--- config.mk ---
export PLATFORM = sky130hd
export DESIGN_NAME = clap_light_ctrl_flat
export DESIGN_NICKNAME = d
export VERILOG_FILES = /design/src/rtl/clap_light_ctrl_if.sv /design/src/rtl/clap_light_ctrl.sv /design/src/flat_wrapper.sv
export SDC_FILE = /design/constraint.sdc
export NUM_CORES = 1
export LEC_CHECK = 0
export CORE_ASPECT_RATIO = 1.5
export CORE_MARGIN = 4
export CORE_UTILIZATION = 42
export DETAILED_ROUTE_END_ITERATION = 6
export PLACE_DENSITY = 0.73
export SYNTH_ARGS = -nofsm -noshare
export SYNTH_HDL_FRONTEND = slang
export SYNTH_SLANG_ARGS = --single-unit
--- constraint.sdc ---
create_clock -name clock -period 1.5 [get_ports clock]
set_input_delay 0.45 -clock clock [delete_from_list [all_inputs] [get_ports clock]]
set_output_delay 0.45 -clock clock [all_outputs]
set_load 0.01 [all_outputs]
--- src/rtl/clap_light_ctrl_if.sv ---
`default_nettype none
// ============================================================================
// Module   : clap_light_ctrl_if
// Purpose  : Valid/ready handshake carrying clap counts from the clap
//            detector into clap_light_ctrl.
// Signals  : claps_data  - clap count word (CLAPS_WIDTH bits)
//            claps_valid - claps_data is valid (source -> sink)
//            claps_ready - sink can accept a count (sink -> source)
// Modports : master = clap count source, slave = clap_light_ctrl
// Revision : 1.0 - initial release
// ============================================================================
interface clap_light_ctrl_if #(
    parameter int CLAPS_WIDTH = 16
) ();
    logic [CLAPS_WIDTH-1:0] claps_data;
    logic                   claps_valid;
    logic                   claps_ready;

    modport master (output claps_data, output claps_valid, input claps_ready);
    modport slave  (input claps_data, input claps_valid, output claps_ready);
endinterface
`default_nettype wire

--- src/rtl/clap_light_ctrl.sv ---
`default_nettype none
// ============================================================================
// Module   : clap_light_ctrl
// Purpose  : Decodes clap counts into light commands (all-off, on, off,
//            toggle, select channel) and drives a bank of light outputs,
//            each with an optional auto-off timer.
// Ports    : clock       - system clock, rising edge
//            reset       - synchronous, active-high reset
//            claps       - clap count handshake (slave side)
//            light_state - bit i drives light i (1 = on)
//            sel_chan    - currently selected channel
//            cmd_err     - one-cycle pulse when a count matched no command
// Revision : 1.0 - initial release
// ============================================================================
module clap_light_ctrl #(
    parameter int CLAPS_WIDTH     = 16,
    parameter int NUM_LIGHTS      = 4,
    parameter int ALL_OFF_VAL     = 1,
    parameter int ON_VAL          = 2,
    parameter int OFF_VAL         = 3,
    parameter int TOGGLE_VAL      = 4,
    parameter int SELECT_BASE     = 5,
    parameter int TIMER_WIDTH     = 24,
    parameter int AUTO_OFF_CYCLES = 0
) (
    input  wire logic                  clock,
    input  wire logic                  reset,
    clap_light_ctrl_if.slave           claps,
    output logic [NUM_LIGHTS-1:0]      light_state,
    output logic [((NUM_LIGHTS > 1) ? $clog2(NUM_LIGHTS) : 1)-1:0] sel_chan,
    output logic                       cmd_err
);

    localparam int SEL_W = (NUM_LIGHTS > 1) ? $clog2(NUM_LIGHTS) : 1;

    localparam logic [CLAPS_WIDTH-1:0] c_ALL_OFF  = CLAPS_WIDTH'(ALL_OFF_VAL);
    localparam logic [CLAPS_WIDTH-1:0] c_ON       = CLAPS_WIDTH'(ON_VAL);
    localparam logic [CLAPS_WIDTH-1:0] c_OFF      = CLAPS_WIDTH'(OFF_VAL);
    localparam logic [CLAPS_WIDTH-1:0] c_TOGGLE   = CLAPS_WIDTH'(TOGGLE_VAL);
    localparam logic [CLAPS_WIDTH-1:0] c_SEL_BASE = CLAPS_WIDTH'(SELECT_BASE);
    // One extra bit so SELECT_BASE+NUM_LIGHTS cannot wrap at the top of the range.
    localparam logic [CLAPS_WIDTH:0]   c_SEL_LO   = (CLAPS_WIDTH+1)'(SELECT_BASE);
    localparam logic [CLAPS_WIDTH:0]   c_SEL_HI   = (CLAPS_WIDTH+1)'(SELECT_BASE + NUM_LIGHTS);

    typedef enum logic [0:0] {
        S_IDLE = 1'b0,
        S_EXEC = 1'b1
    } state_t;

    state_t                 r_state;
    state_t                 w_state_nxt;
    logic                   r_ready;
    logic [CLAPS_WIDTH-1:0] r_cmd_buf;
    logic [NUM_LIGHTS-1:0]  r_light;
    logic [NUM_LIGHTS-1:0]  w_light_nxt;
    logic [SEL_W-1:0]       r_sel;
    logic [SEL_W-1:0]       w_sel_val;
    logic                   r_err;
    logic                   w_accept;
    logic                   w_in_range;
    logic                   w_all_off;
    logic                   w_on;
    logic                   w_off;
    logic                   w_toggle;
    logic                   w_select;
    logic                   w_bad;

    assign claps.claps_ready = r_ready;
    assign light_state       = r_light;
    assign sel_chan          = r_sel;
    assign cmd_err           = r_err;

    assign w_accept   = (r_state == S_IDLE) && r_ready && claps.claps_valid;
    assign w_in_range = ({1'b0, r_cmd_buf} >= c_SEL_LO) && ({1'b0, r_cmd_buf} < c_SEL_HI);
    assign w_sel_val  = SEL_W'(r_cmd_buf - c_SEL_BASE);

    // Next-state logic
    always_comb begin
        w_state_nxt = r_state;
        case (r_state)
            S_IDLE:  if (w_accept) w_state_nxt = S_EXEC;
            S_EXEC:  w_state_nxt = S_IDLE;
            default: w_state_nxt = S_IDLE;
        endcase
    end

    // Command decode; the if/else chain sets priority when values collide.
    always_comb begin
        w_all_off = 1'b0;
        w_on      = 1'b0;
        w_off     = 1'b0;
        w_toggle  = 1'b0;
        w_select  = 1'b0;
        w_bad     = 1'b0;
        if (r_state == S_EXEC) begin
            if      (r_cmd_buf == c_ALL_OFF) w_all_off = 1'b1;
            else if (r_cmd_buf == c_ON)      w_on      = 1'b1;
            else if (r_cmd_buf == c_OFF)     w_off     = 1'b1;
            else if (r_cmd_buf == c_TOGGLE)  w_toggle  = 1'b1;
            else if (w_in_range)             w_select  = 1'b1;
            else                             w_bad     = 1'b1;
        end
    end

    // ready is registered from the next state so it is low during EXEC
    // and also low in the reset cycle itself.
    always_ff @(posedge clock) begin
        if (reset) begin
            r_state   <= S_IDLE;
            r_ready   <= 1'b0;
            r_cmd_buf <= '0;
            r_light   <= '0;
            r_sel     <= '0;
            r_err     <= 1'b0;
        end else begin
            r_state <= w_state_nxt;
            r_ready <= (w_state_nxt == S_IDLE);
            if (w_accept) r_cmd_buf <= claps.claps_data;
            r_light <= w_light_nxt;
            r_err   <= w_bad;
            if (w_select) r_sel <= w_sel_val;
        end
    end

    for (genvar i = 0; i < NUM_LIGHTS; i++) begin : g_chan
        logic w_hit;
        logic w_expire;
        logic w_next;

        assign w_hit = (r_sel == SEL_W'(i));

        // A command aimed at this channel overrides a same-edge expiry.
        always_comb begin
            w_next = r_light[i];
            if      (w_all_off)         w_next = 1'b0;
            else if (w_hit && w_on)     w_next = 1'b1;
            else if (w_hit && w_off)    w_next = 1'b0;
            else if (w_hit && w_toggle) w_next = ~r_light[i];
            else if (w_expire)          w_next = 1'b0;
        end
        assign w_light_nxt[i] = w_next;

        if (AUTO_OFF_CYCLES > 0) begin : g_timer
            localparam logic [TIMER_WIDTH-1:0] c_LOAD = TIMER_WIDTH'(AUTO_OFF_CYCLES);
            localparam logic [TIMER_WIDTH-1:0] c_ONE  = TIMER_WIDTH'(1);
            logic [TIMER_WIDTH-1:0] r_timer;

            // Loaded at the switch-on edge E, reaches 1 at E+AUTO_OFF_CYCLES-1,
            // so the light drops on edge E+AUTO_OFF_CYCLES.
            assign w_expire = r_light[i] && (r_timer == c_ONE);

            always_ff @(posedge clock) begin
                if (reset)                  r_timer <= '0;
                else if (w_all_off)         r_timer <= '0;
                else if (w_hit && w_on)     r_timer <= c_LOAD;
                else if (w_hit && w_off)    r_timer <= '0;
                else if (w_hit && w_toggle) r_timer <= r_light[i] ? '0 : c_LOAD;
                else if (r_light[i] && (r_timer != '0)) r_timer <= r_timer - c_ONE;
            end
        end else begin : g_no_timer
            assign w_expire = 1'b0;
        end
    end

endmodule
`default_nettype wire

--- src/flat_wrapper.sv ---
// flat-port wrapper written by rule: the top's interface ports become plain ports
module clap_light_ctrl_flat 
#(
    parameter int CLAPS_WIDTH     = 16,
    parameter int NUM_LIGHTS      = 4,
    parameter int ALL_OFF_VAL     = 1,
    parameter int ON_VAL          = 2,
    parameter int OFF_VAL         = 3,
    parameter int TOGGLE_VAL      = 4,
    parameter int SELECT_BASE     = 5,
    parameter int TIMER_WIDTH     = 24,
    parameter int AUTO_OFF_CYCLES = 0
)
  (clock, reset, light_state, sel_chan, cmd_err, claps_claps_data, claps_claps_valid, claps_claps_ready);
  clap_light_ctrl_if #(.CLAPS_WIDTH(CLAPS_WIDTH)) claps_i ();
  input  wire logic clock;
  input  wire logic reset;
  output logic [NUM_LIGHTS-1:0] light_state;
  output logic [((NUM_LIGHTS > 1) ? $clog2(NUM_LIGHTS) : 1)-1:0] sel_chan;
  output logic cmd_err;
  input wire logic [$bits(claps_i.claps_data)-1:0] claps_claps_data;
  input wire logic [$bits(claps_i.claps_valid)-1:0] claps_claps_valid;
  output wire logic [$bits(claps_i.claps_ready)-1:0] claps_claps_ready;
  assign claps_i.claps_data = claps_claps_data;
  assign claps_i.claps_valid = claps_claps_valid;
  assign claps_claps_ready = claps_i.claps_ready;
  clap_light_ctrl #(.CLAPS_WIDTH(CLAPS_WIDTH), .NUM_LIGHTS(NUM_LIGHTS), .ALL_OFF_VAL(ALL_OFF_VAL), .ON_VAL(ON_VAL), .OFF_VAL(OFF_VAL), .TOGGLE_VAL(TOGGLE_VAL), .SELECT_BASE(SELECT_BASE), .TIMER_WIDTH(TIMER_WIDTH), .AUTO_OFF_CYCLES(AUTO_OFF_CYCLES)) u_core (.clock(clock), .reset(reset), .claps(claps_i), .light_state(light_state), .sel_chan(sel_chan), .cmd_err(cmd_err));
endmodule
==> qor.txt <==
Status - finished with violations
Failing checks - negative setup slack
Ranking of synthesized cells by area - dfxtp_1, a22o_1, nor4_4, ha_1, o21ai_0
Most frequent cells in the layout - buf_4, clkdlybuf4s50_1, dfxtp_1
Worst clock skew - 0.0102 ns
Post-Route Setup TNS - -0.917 ns
Xor-xnor portion of the synthesized cell area - 0%
Core Rows - 21
# port buffers - 26
Util after Layout - 71.8%
Register area share after synthesis - 47.8%
Slew headroom - 75.6%
Logic pwr share - 20.2%
Worst slew pin tran - 0.366 ns
Fraction of the mapped netlist area in compound gates - 23.6%
Asr flop ratio synth - 0%
Final std cells w/o fill - 179
Via count - 1,018
Combinational family with the most area after synthesis - compound AO/OA/AOI/OAI gates
ANT cells - 0
CTS H-Tree Depth - 1
Sequential share of power - 55.8%
Pre-CTS WS - -0.173 ns
DP Area - 1490 µm²
Die area - 3370 µm²
WP data required - 1.76 ns
CP max stage cell - or4_1
Final total power - 1.29 mW
Hpwl dp - 1.91 mm
Final net count - 180
Yosys cell types - 26
Max incr delay on CP - 0.55 ns
Worst Min Path Start - u_core.light_state[2]
Min Tclk post-route - 1.71 ns
Clk sinks - 25
Final Max Tran Viols - 0
Leak - 0.704 nW
Global-route wire length before repair - 4.20 mm
Crit path launch - u_core.r_cmd_buf[7]
Post-Synth Simple-Gate Area - 21.7%
Post-Place Cells - 165
Psw - 335 µW
Switching share of power - 26.0%
Core footprint - 2310 µm²
Ys flop type - dfxtp_1
Setup CP Type - reg -> reg
Initial antenna violation count - 0
Adder-cell share of the synthesized area - 4.78%
Final Hold Viols - 0
Unrepaired setup endpoints after global routing - true
CTS Buf Count - 3
Critical Path Sink Type - register
Synth Area per Inst - 10.7 µm²
CP max FO - 5
Max-cap violation count - 0
Starting DRT DRC Count - 35
Worst vdd ir - 0.508 mV
Synth top area share - 47.8%
Die height - 69.1 µm
Largest net degree at the start of global routing - 16
Setup ws final - -0.206 ns
Drt pass-1 iters - 4
Vias per cell - 5.69
CP Cell Sequence - nor4_4, buf_4, nand4_1, or4_1, a21oi_1
I/O pins - 27
Pint - 952 µW
Wire length per cell - 15.2 µm
Final setup violation count - 6
Register bit total from synthesis - 25
Fin Hold WS - 0.486 ns
R2r startpoint - u_core.r_cmd_buf[7]
Clk slew on worst S/H paths - 0.13 ns
Startpoint types - register
Post-route ant nets - 0
RD Place Congestion - 0.706
Syn Nets - 121
Worst-Skew Late Latency - 0.32 ns
Max clock buf depth - 2
Synthesis-to-finish area growth - 58.6%
Yosys synthesis warning count - 0
Period utilization - 114%
Pwr per Cell Area - 776 nW/µm²
Fin area - 1660 µm²
# DRC - 0
Total congestion overflow - 0
Number of flops mapped to enable cells by yosys - 0
CTS tree - done
Share of cells above drive strength 1 - 41.0%
Syn Inst Count - 98
Initial core utilization - 45.2%
Worst EP arrival - 1.96 ns
Clock power share - 24.0%
Chip width - 48.7 µm
Gr usage total - 15.0%
Vias in the first global route - 987
Commonest non-fill, non-tap cell in the layout - buf_4
Post-synth design cell area - 1050 µm²
Largest area contributor in the netlist - dfxtp_1
Fmax - 586 MHz
Hold Path Class - reg -> reg
Mux share of post-synthesis cell area - 0%
CTS root buffer - clkbuf_4
Total wire length - 2.73 mm
==> layer usage <==
layer	wire length, µm	track usage [%]	up-vias
met5	0	0	-
met4	77	3.59	0
met3	105	3.02	10
met2	1520	29.1	33
met1	1020	15.9	475
li1	-	-	500
==> timing repair <==
| action | CTS | global route |
|---|---|---|
| gates resized for setup | 22 | 14 |
| pin swaps | 12 | 6 |
| cloned | 0 | 0 |
| hold buffers | 0 | 0 |
| buffers inserted | 6 | 4 |
| setup endpoints to repair | 14 | 7 |
==> power by group through the flow <==
stage                     clock network, mW  logic, mW  registers, mW
after global placement                    0      0.200          0.728
final                                 0.309      0.260          0.718
after detailed placement                  0      0.205          0.730
after CTS                             0.311      0.231          0.717
after global routing                  0.339      0.279          0.722
after floorplan                           0     0.0920          0.729
==> flip-flops by register name (all words and copies together), names as in the netlist <==
name,cells
u_core.sel_chan,2
u_core.claps.claps_ready,1
u_core.r_cmd_buf,16
u_core.light_state,4
u_core.cmd_err,1
u_core.r_state,1
==> layout make-up <==
type	instances	area, µm²
multi-input combinational	67	591
clock inverter	1	7.51
tap	23	28.8
clock buffer	3	22.5
fill	173	653
sequential	25	512
timing repair buffer	56	483
inverter	4	15.0
==> final timing paths <==
path                                end  depth (start not counted)  slack [ns]
setup / recovery  u_core.light_state[2]                          5       -0.21
hold / removal    u_core.light_state[2]                          2        0.49
setup reg to reg  u_core.light_state[2]                          5       -0.21
hold reg to reg   u_core.light_state[2]                          2        0.49
==> worst max-delay path, delay by kind of cell (launching register included) <==
kind / cells / cell delay, ns
AOI/OAI and AO/OA: 1 / 0.12
buffers and inverters: 1 / 0.18
DFF: 1 / 0.36
and+or+nand+nor: 3 / 0.99
==> cell families (layout without fill, tap and decap cells) <==
group,Yosys count,in the layout
AND/OR/NAND/NOR,29,29
AO/OA/AOI/OAI,34,34
adder cells (fa/ha/maj),4,4
buffers and inverters,6,64
flip-flops,25,25
==> cell usage after synthesis (all sizes together), types with 3 or more instances <==
| cell | count |
|---|---|
| dfxtp | 25 |
| a22o | 16 |
| o21ai | 7 |
| a21oi | 6 |
| nor2 | 5 |
| ha | 4 |
| inv | 4 |
| nand2 | 4 |
| nor4 | 4 |
| nand4 | 3 |
| or3 | 3 |
| or4 | 3 |
(Power assumes the default switching activity.)
